## config.mk

```make
export PLATFORM = sky130hd
export DESIGN_NAME = out_mem_reader
export DESIGN_NICKNAME = d
export VERILOG_FILES = /design/src/rtl/npu_pkg.sv /design/src/rtl/out_fifo2.sv /design/src/rtl/out_mem_reader.sv
export SDC_FILE = /design/constraint.sdc
export NUM_CORES = 1
export LEC_CHECK = 0
export ABC_AREA = 1
export CAP_MARGIN = 5
export CORE_UTILIZATION = 25
export CTS_BUF_LIST = sky130_fd_sc_hd__clkbuf_4
export CTS_CLUSTER_SIZE = 14
export DETAILED_ROUTE_END_ITERATION = 10
export PLACE_DENSITY = 0.5
export SLEW_MARGIN = 10
export SYNTH_ARGS = -nofsm -noshare
export SYNTH_HDL_FRONTEND = slang
export SYNTH_SLANG_ARGS = --single-unit
```

## constraint.sdc

```tcl
create_clock -name clk -period 4.2 [get_ports clk]
set_clock_uncertainty 0.1 [all_clocks]
set_input_delay 0.63 -clock clk [delete_from_list [all_inputs] [get_ports clk]]
set_output_delay 0.63 -clock clk [all_outputs]
set_load 0.05 [all_outputs]
```

## src/rtl/npu_pkg.sv

```systemverilog
// Shared NPU definitions: output-memory widths, conv-engine widths and the reader FSM state type.
// Pure declarations, no logic.
package npu_pkg;

  localparam int NPU_ADDR_W = 16;
  localparam int NPU_DATA_W = 32;
  localparam int NPU_CNT_W  = 16;

  // Convolution engine widths used by the NPU top level
  localparam int CONV_PIX_W  = 8;
  localparam int CONV_WGT_W  = 8;
  localparam int CONV_ACC_W  = 32;
  localparam int CONV_KDIM_W = 4;

  typedef enum logic [1:0] {
    IDLE  = 2'd0,
    READ  = 2'd1,
    DRAIN = 2'd2
  } rd_state_t;

endpackage

```

## src/rtl/out_fifo2.sv

```systemverilog
// Two-entry register FIFO, head visible combinationally from registers; push-to-head latency 1 cycle.
// Push while full is dropped unless a pop happens in the same cycle; pop while empty is ignored.
module out_fifo2 #(
  parameter int W = 33
) (
  input  logic         clk,
  input  logic         reset,
  input  logic         i_push,
  input  logic [W-1:0] i_push_dat,
  input  logic         i_pop,
  output logic [W-1:0] o_head_dat,
  output logic [1:0]   o_count
);

  logic [W-1:0] r_ent0;
  logic [W-1:0] r_ent1;
  logic [1:0]   r_count;
  logic         w_pop;
  logic         w_push;

  assign w_pop  = i_pop && (r_count != 2'd0);
  assign w_push = i_push && ((r_count != 2'd2) || w_pop);

  always_ff @(posedge clk) begin
    if (reset) begin
      r_ent0  <= '0;
      r_ent1  <= '0;
      r_count <= 2'd0;
    end else begin
      case ({w_push, w_pop})
        2'b10: begin
          if (r_count == 2'd0) r_ent0 <= i_push_dat;
          else                 r_ent1 <= i_push_dat;
          r_count <= r_count + 2'd1;
        end
        2'b01: begin
          r_ent0  <= r_ent1;
          r_count <= r_count - 2'd1;
        end
        2'b11: begin
          if (r_count == 2'd1) begin
            r_ent0 <= i_push_dat;
          end else begin
            r_ent0 <= r_ent1;
            r_ent1 <= i_push_dat;
          end
        end
        default: ;
      endcase
    end
  end

  assign o_head_dat = r_ent0;
  assign o_count    = r_count;

endmodule

```

## src/rtl/out_mem_reader.sv

```systemverilog
// Drains a contiguous output-memory region into a valid/ready stream; first word 3 cycles after start.
// Reads are only issued when buffered + in-flight words leave room, so a stalled sink never loses data.
module out_mem_reader
  import npu_pkg::*;
#(
  parameter int ADDR_W = NPU_ADDR_W,
  parameter int DATA_W = NPU_DATA_W,
  parameter int CNT_W  = NPU_CNT_W
) (
  input  logic              clk,
  input  logic              reset,
  input  logic              start,
  input  logic [ADDR_W-1:0] base_addr,
  input  logic [CNT_W-1:0]  word_count,
  output logic              busy,
  output logic              done,
  output logic              mem_en,
  output logic              mem_we,
  output logic [ADDR_W-1:0] mem_addr,
  input  logic [DATA_W-1:0] mem_dout,
  output logic              m_valid,
  input  logic              m_ready,
  output logic [DATA_W-1:0] m_data,
  output logic              m_last
);

  rd_state_t         r_state;
  rd_state_t         w_state_nxt;
  logic [ADDR_W-1:0] r_base;
  logic [CNT_W-1:0]  r_count;
  logic [CNT_W-1:0]  r_issued;
  logic [CNT_W-1:0]  r_accepted;
  logic              r_inflight;
  logic              r_inf_last;

  logic              w_start_ok;
  logic              w_pop;
  logic              w_issue;
  logic              w_done;
  logic              w_all_issued;
  logic              w_last_issue;
  logic              w_drained;
  logic [1:0]        w_fifo_cnt;
  logic [1:0]        w_occ;
  logic [DATA_W:0]   w_head;

  assign w_start_ok   = (r_state == IDLE) && start;
  assign w_pop        = m_valid && m_ready;
  assign w_all_issued = (r_issued == r_count);
  assign w_last_issue = ((r_issued + CNT_W'(1)) == r_count);
  assign w_drained    = (r_accepted == r_count) && (w_fifo_cnt == 2'd0) && !r_inflight;
  // A word leaving this cycle frees its slot, which keeps the stream gap-free
  assign w_occ        = w_fifo_cnt + 2'(r_inflight) - 2'(w_pop);

  always_ff @(posedge clk) begin
    if (reset) r_state <= IDLE;
    else       r_state <= w_state_nxt;
  end

  always_comb begin
    w_state_nxt = r_state;
    case (r_state)
      IDLE:    if (start) w_state_nxt = READ;
      READ:    if (w_all_issued || (w_issue && w_last_issue)) w_state_nxt = DRAIN;
      DRAIN:   if (w_drained) w_state_nxt = IDLE;
      default: w_state_nxt = IDLE;
    endcase
  end

  always_comb begin
    w_issue = 1'b0;
    w_done  = 1'b0;
    busy    = 1'b0;
    case (r_state)
      READ: begin
        w_issue = !w_all_issued && (w_occ < 2'd2);
        busy    = 1'b1;
      end
      DRAIN: begin
        w_done = w_drained;
        busy   = !w_drained;
      end
      default: ;
    endcase
  end

  always_ff @(posedge clk) begin
    if (reset) begin
      r_base     <= '0;
      r_count    <= '0;
      r_issued   <= '0;
      r_accepted <= '0;
      r_inflight <= 1'b0;
      r_inf_last <= 1'b0;
    end else begin
      if (w_start_ok) begin
        r_base     <= base_addr;
        r_count    <= word_count;
        r_issued   <= '0;
        r_accepted <= '0;
      end else begin
        if (w_issue) r_issued   <= r_issued + CNT_W'(1);
        if (w_pop)   r_accepted <= r_accepted + CNT_W'(1);
      end
      r_inflight <= w_issue;
      r_inf_last <= w_issue && w_last_issue;
    end
  end

  out_fifo2 #(
    .W(DATA_W + 1)
  ) u_fifo (
    .clk        (clk),
    .reset      (reset),
    .i_push     (r_inflight),
    .i_push_dat ({r_inf_last, mem_dout}),
    .i_pop      (w_pop),
    .o_head_dat (w_head),
    .o_count    (w_fifo_cnt)
  );

  assign done     = w_done;
  assign mem_en   = w_issue;
  assign mem_we   = 1'b0;
  assign mem_addr = r_base + ADDR_W'(r_issued);
  assign m_valid  = (w_fifo_cnt != 2'd0);
  assign m_data   = w_head[DATA_W-1:0];
  assign m_last   = m_valid && w_head[DATA_W];

endmodule

```

==> Word-level counts from Yosys, hierarchy flattened <==
Cells that the tools add are included.
{ "word_totals": {"word_cells": 72, "reg_bits": 136, "out_inout_bits": 54, "mem_bits_ro": 0, "input_bits": 68, "ramBits": 0, "latch_bits": 0, "n_memories": 0} }
{ "classes": {"div_mod_pow": 0, "bitwise_logic": 0, "n_mux": 14, "n_eq_ne": 16, "shifts": 0, "reduce_logical": 24, "magnitude_cmp": 1, "mul": 0, "addsub": 7} }
{ "ops": {"columns": ["op", "n"], "rows": [
  ["$mux W33", 4],
  ["$pmux W33 S3", 1],
  ["$pmux W33 S2", 1],
  ["$eq A16 B16 Y1", 3],
  ["$add A16 B1 Y16 const B", 2],
  ["$add A16 B16 Y16", 1],
  ["$ne A2 B2 Y1 const B", 7],
  ["$logic_and A1 B1 Y1", 9],
  ["$eq A2 B1 Y1 const B", 3],
  ["$eq A2 B2 Y1 const B", 3],
  ["$mux W2", 3],
  ["$pmux W2 S3", 1],
  ["$reduce_and A3 Y1", 2],
  ["$reduce_bool A2 Y1", 3],
  ["$logic_not A2 Y1", 2],
  ["$pmux W2 S2", 1],
  ["$logic_not A1 Y1", 3],
  ["$reduce_bool A3 Y1", 1],
  ["$add A2 B1 Y2", 1],
  ["$add A2 B1 Y2 const B", 1],
  ["$logic_or A1 B1 Y1", 2],
  ["$lt A2 B2 Y1 const B", 1],
  ["$mux W1", 2],
  ["$pmux W1 S2", 1],
  ["4 further kinds", 4]
]} }

==> Logic depth before layout (Yosys ltp) <==
{ "depth": {"word_depth": 10, "ltp_mapped": 16, "mapped_depth_nobuf": 16} }

==> By module <==
A second synthesis with hierarchy kept.
{ "unflattened": {"cells_unflattened": 1150, "area_unflattened_um2": 7687.4} }
{ "modules_own_cells": {"columns": ["module", "n_inst", "seq_area_each_um2", "area_each_um2", "cells_per_inst"], "rows": [
  ["out_mem_reader", 1, 1361.3, 4379.2, 654],
  ["out_fifo2", 1, 1361.3, 3308.2, 496]
]} }

==> Worst setup path before layout <==
OpenSTA, ideal clock, no wires.
{ "synth_timing": {"kind": "reg2out", "start": "reg r_issued[0]", "end": "out mem_addr[12]", "n_path_buf": 0, "arrival_ps": 2725, "slack_ps": 745, "required_ps": 3470, "path_stages_with_launch": 12, "path_cell_list": "dfxtp_1 ha_1 inv_1 fa_1 nand3b_1 nand2_1 inv_1 o21a_1 o21ai_2 a21boi_0 o21ai_0 xor2_1"} }
{ "synth_via": {"elab_chain_cells": 1} }
{ "synth_rtl": {"columns": ["item", "line", "rtl"], "rows": [
  ["start, declared", "out_mem_reader.sv:31", "logic [CNT_W-1:0] r_issued;"],
  ["start signal, assigned", "out_mem_reader.sv:102", "if (w_issue) r_issued <= r_issued + CNT_W'(1);"],
  ["$add A16 B16 Y16", "out_mem_reader.sv:125", "assign mem_addr = r_base + ADDR_W'(r_issued);"],
  ["end, declared", "out_mem_reader.sv:19", "output logic [ADDR_W-1:0] mem_addr,"]
]} }
No other way between the ends.

==> Final worst setup path <==
{ "layout_timing": {"start": "reg r_issued[0]", "end": "out mem_addr[10]"} }
Same word-level chain as after synthesis.

==> results by stage <==
Power:
- The power density relative to cell area is 716 nW/um2.
- The total leakage power is ~0.0039 uW.
- The peak ir drop on the vdd network is roughly 440 uV.

Layout:
- The final non-filler cell area is 8990 um2.
- The filler cells instantiated in the layout total 3125.
- The number of non-filler instances in the completed layout is 1484.
- In the final layout, the multi-input gates occupy slightly below 4000 um2.
- The share of post-route cells with drive strength above 1 is 0.0755.
- The final net count is 1180.
- The relative area change from synthesis to final layout is 21.8%.
- The area taken by flip-flops and latches is 2720 um2.

Worst setup path:
- The biggest fanout along the worst timing path is 6.
- The critical path startpoint category is a flop.
- The critical path startpoint is r_issued[0].
- For flop-to-flop paths, the worst setup slack is 1490 ps.
- The startpoint of the most critical register-to-register path is u_fifo.o_count[1].
- STA puts the critical path data required time at 3470 ps.
- At the worst endpoint, the arrival time is approximately 3200 ps.
- The worst reg2reg path endpoint is r_issued[11].
- The critical path is of the flop to output port type.
- The worst setup path is captured at an output port.
- The worst reg-to-reg path cell count is 12.

Yosys:
- In this run, synthesis produced a sequential element count of 136.
- The synthesized design contains 0 enable-type register cells.
- In this run the cell area of the synthesized design comes to 7380 um2.
- The share of the Yosys chip area taken by registers is 0.369.
- Sorting the synthesized cells by area gives the leading types as sky130_fd_sc_hd__dfxtp_1 37%, sky130_fd_sc_hd__o21ai_0 8.8%, sky130_fd_sc_hd__nor2_1 7.6%.
- The post-synth net total is about 1100.
- Synthesis produced 1008 cells.
- The share of Yosys cell area claimed by the top area cell type is 0.369.
- The number of distinct library cells after synthesis is 48.
- The most used flip-flop cell after synthesis is sky130_fd_sc_hd__dfxtp_1.
- The Yosys step of the flow raised 0 warnings.
- The most area-hungry cell type in the Yosys netlist is sky130_fd_sc_hd__dfxtp_1.
- Counting instances in the post-synthesis netlist gives the leading cell types as 149 x sky130_fd_sc_hd__nor2_1, 141 x sky130_fd_sc_hd__nand2_1, 136 x sky130_fd_sc_hd__dfxtp_1.
- Averaged over all synthesized cells, the footprint is roughly 7.3 um2.
- The share of flip-flops with an asynchronous set or reset after synthesis is 0.
- sky130_fd_sc_hd__nor2_1 is the most common cell in the netlist.

Timing:
- At the pin with the least slew margin, the transition time is 845 ps.
- The final number of hold-violating endpoints is 0.
- The worst-case setup margin in the final layout is 253 ps.
- The post-layout minimum cycle time is ~4000 ps.
- In this run the tightest slew margin relative to its limit is 0.435.
- In the finished design, the share of the clock period the worst path needs comes to 0.940.
- The number of setup violations in the final report is 0.
- The tightest hold path in the finished design has a slack of 363 ps.
- Based on the critical path, the design can be clocked at up to 0.253 GHz.
- Setup repair after global routing left no endpoint under its margin.
- The max-slew violation count is 0.
- The total negative slack is 0 ps.

Global routing:
- In the global route stage, met2 resource usage came out at 0.228.
- The total global routing overflow is 0.
- The number of antenna violations at the first check in global routing is 3.
- The wire length of the first global-routing pass is about 33 mm.
- The most heavily used metal layer in global routing is met2.
- The routing usage on met1 is 0.168.
- Entering global routing, the biggest net connects slightly above 80 pins.
- For this run, global-route usage on met3 was measured as 0.0445.
- In the global route stage, overall resource usage came out at 0.136.
- The number of global-route vias before repair is between 6000 and 7000.

Floorplan:
- The number of placement rows is 62.
- The die width is 174 um.
- The total core area is 28900 um2.
- The number of placed I/O pins is between 100 and 150.
- The overall die area is ~30000 um2.
- For this configuration, the core starts out at a cell density of 0.256.
- The chip height is around 170 um.

Routing:
- The detail route stage leaves a number of antenna-violating nets equal to 0.
- In the routed design, unresolved DRC markers number 0.
- Summed over all layers, the routed wires come to 20.4 mm.
- The routed via count divided by cell count is about 4.4.
- The via count is between 6000 and 7000.
- The first detailed-routing pass took 5 iterations.
- The iteration-0 DRC count of the detailed router is 359.
- After detailed routing, the average wire length per cell comes to 13.8 um.

Clock network:
- The number of buffers between clock root and the deepest sink is 2.
- Buffers inserted to repair hold after CTS numbered 0.
- For the worst-skew pair, the clock arrives at the later sink with an insertion delay of 580 ps.
- The post-CTS setup buffer count is 0.
- After clock tree synthesis, the clock-pin slew on the worst setup and hold paths is between 100 and 150 ps.
- TritonCTS created 17 clock buffers.
- The tree is rooted in a sky130_fd_sc_hd__clkbuf_4.
- Counting every sink on the clock net gives 136.
- TritonCTS built the clock tree.
- The H-tree depth is 4.

Min path:
- In this run the worst hold path is classified as flop to flop.
- The startpoint identified for the worst hold timing path is r_inf_last.
- The worst-case hold path end point is u_fifo.r_ent1[32].
- The instance count along the most critical hold path is 2.

Placement:
- Detailed placement ended at an HPWL of 14.6 mm.
- Timing analysis after detailed placement gives a worst setup slack of around 540 ps.
- The weighted congestion at the end of routability-driven global placement is around 0.83.
- The count of input and output buffers is 120.
- The number of placed instances with taps included is 1451.
- In this run the cell area measured after placement is 8720 um2.

Run status:
- The flow ran to the end, and the final reports show no timing, DRC or antenna violations.

Job:
- Max-cap violations in this run came to 0.
-- logic make-up after synthesis --
group,synth area share
mux,0.0407
other cells,0.000508
fa+ha+maj,0.0451
xor+xnor,0.0390
buf+inv,0.108
compound gates,0.181
flops,0.369
simple gates,0.217
-- report_power, final --
part	leakage, uW	switching [uW]	total, uW	internal, uW
Sequential	0.00111	302	2020	1720
Combinational	0.00263	2370	3560	1190
Clock	0.000136	598	857	259
Total	0.00387	3270	6440	3160
-- metrics by stage --
step	utilization	total power (uW)
detailed placement	0.302	5660
finish	0.312	6440
floorplan	-	4810
CTS	0.311	6540
global route	0.312	6950
global placement	0.302	5640
-- registers in the layout, summed over array words and instances (netlist names) --
signal,flops
u_fifo.o_head_dat,33
u_fifo.r_ent1,33
r_accepted,16
r_base,16
r_count,16
r_issued,16
r_state,2
u_fifo.o_count,2
r_inf_last,1
r_inflight,1
-- cells in the final DEF (no fill, tap or decap), types with 17 or more instances in the layout --
| cell type | n |
|---|---|
| sky130_fd_sc_hd__ha_1 | 25 |
| sky130_fd_sc_hd__mux2i_1 | 30 |
| sky130_fd_sc_hd__a21oi_1 | 98 |
| sky130_fd_sc_hd__xor2_1 | 22 |
| sky130_fd_sc_hd__nand2_1 | 140 |
| sky130_fd_sc_hd__clkdlybuf4s50_1 | 113 |
| sky130_fd_sc_hd__dfxtp_1 | 136 |
| sky130_fd_sc_hd__clkbuf_4 | 17 |
| sky130_fd_sc_hd__inv_1 | 87 |
| sky130_fd_sc_hd__o21ai_0 | 130 |
| sky130_fd_sc_hd__nor2_1 | 149 |
| sky130_fd_sc_hd__nand3_1 | 22 |
-- worst max-delay path by stage --
stage | slack (ps) | end | cells past startpoint
finish | 250 | mem_addr[10] | 11
CTS | 50 | mem_addr[8] | 10
floorplan | 750 | mem_addr[12] | 11
detailed placement | 540 | mem_addr[10] | 11
global route | 20 | mem_addr[10] | 11
global placement | 600 | mem_addr[10] | 11
-- metal layers --
layer / wire, um / part of all wire / vias to the layer above
met1: 9540 / 0.47 / 2972
met5: 27 / 0.0013 / -
met4: 199 / 0.0098 / 4
met2: 9360 / 0.46 / 141
met3: 1290 / 0.063 / 19
li1: - / - / 3443
-- repair_timing --
item | in CTS | in global routing
gates resized for setup | 2 | 3
setup endpoints to repair | 2 | 3
gates cloned | 0 | 0
pin swaps | 0 | 0
-- critical path, cell delays in order (launching register included) --
cell and delay, ps:
sky130_fd_sc_hd__dfxtp_1 460, sky130_fd_sc_hd__ha_1 210, sky130_fd_sc_hd__inv_1 50, sky130_fd_sc_hd__fa_1 390, sky130_fd_sc_hd__nand3b_1 170, sky130_fd_sc_hd__nand2_1 100, sky130_fd_sc_hd__inv_1 50, sky130_fd_sc_hd__o21a_1 230
sky130_fd_sc_hd__o21ai_2 160, sky130_fd_sc_hd__a21boi_0 140, sky130_fd_sc_hd__xnor2_1 160, sky130_fd_sc_hd__dlygate4sd2_1 540
-- cell type report --
class | count | area share
inverters | 95 | 0.0399
well taps | 384 | 0.0534
clock buffers | 17 | 0.0142
repair buffers | 131 | 0.144
multi-input cells | 705 | 0.430
clock inverters | 15 | 0.0150
flip-flops and latches | 136 | 0.303
diodes | 1 | 0.000278
No activity file was read; power rests on OpenSTA's default activity.
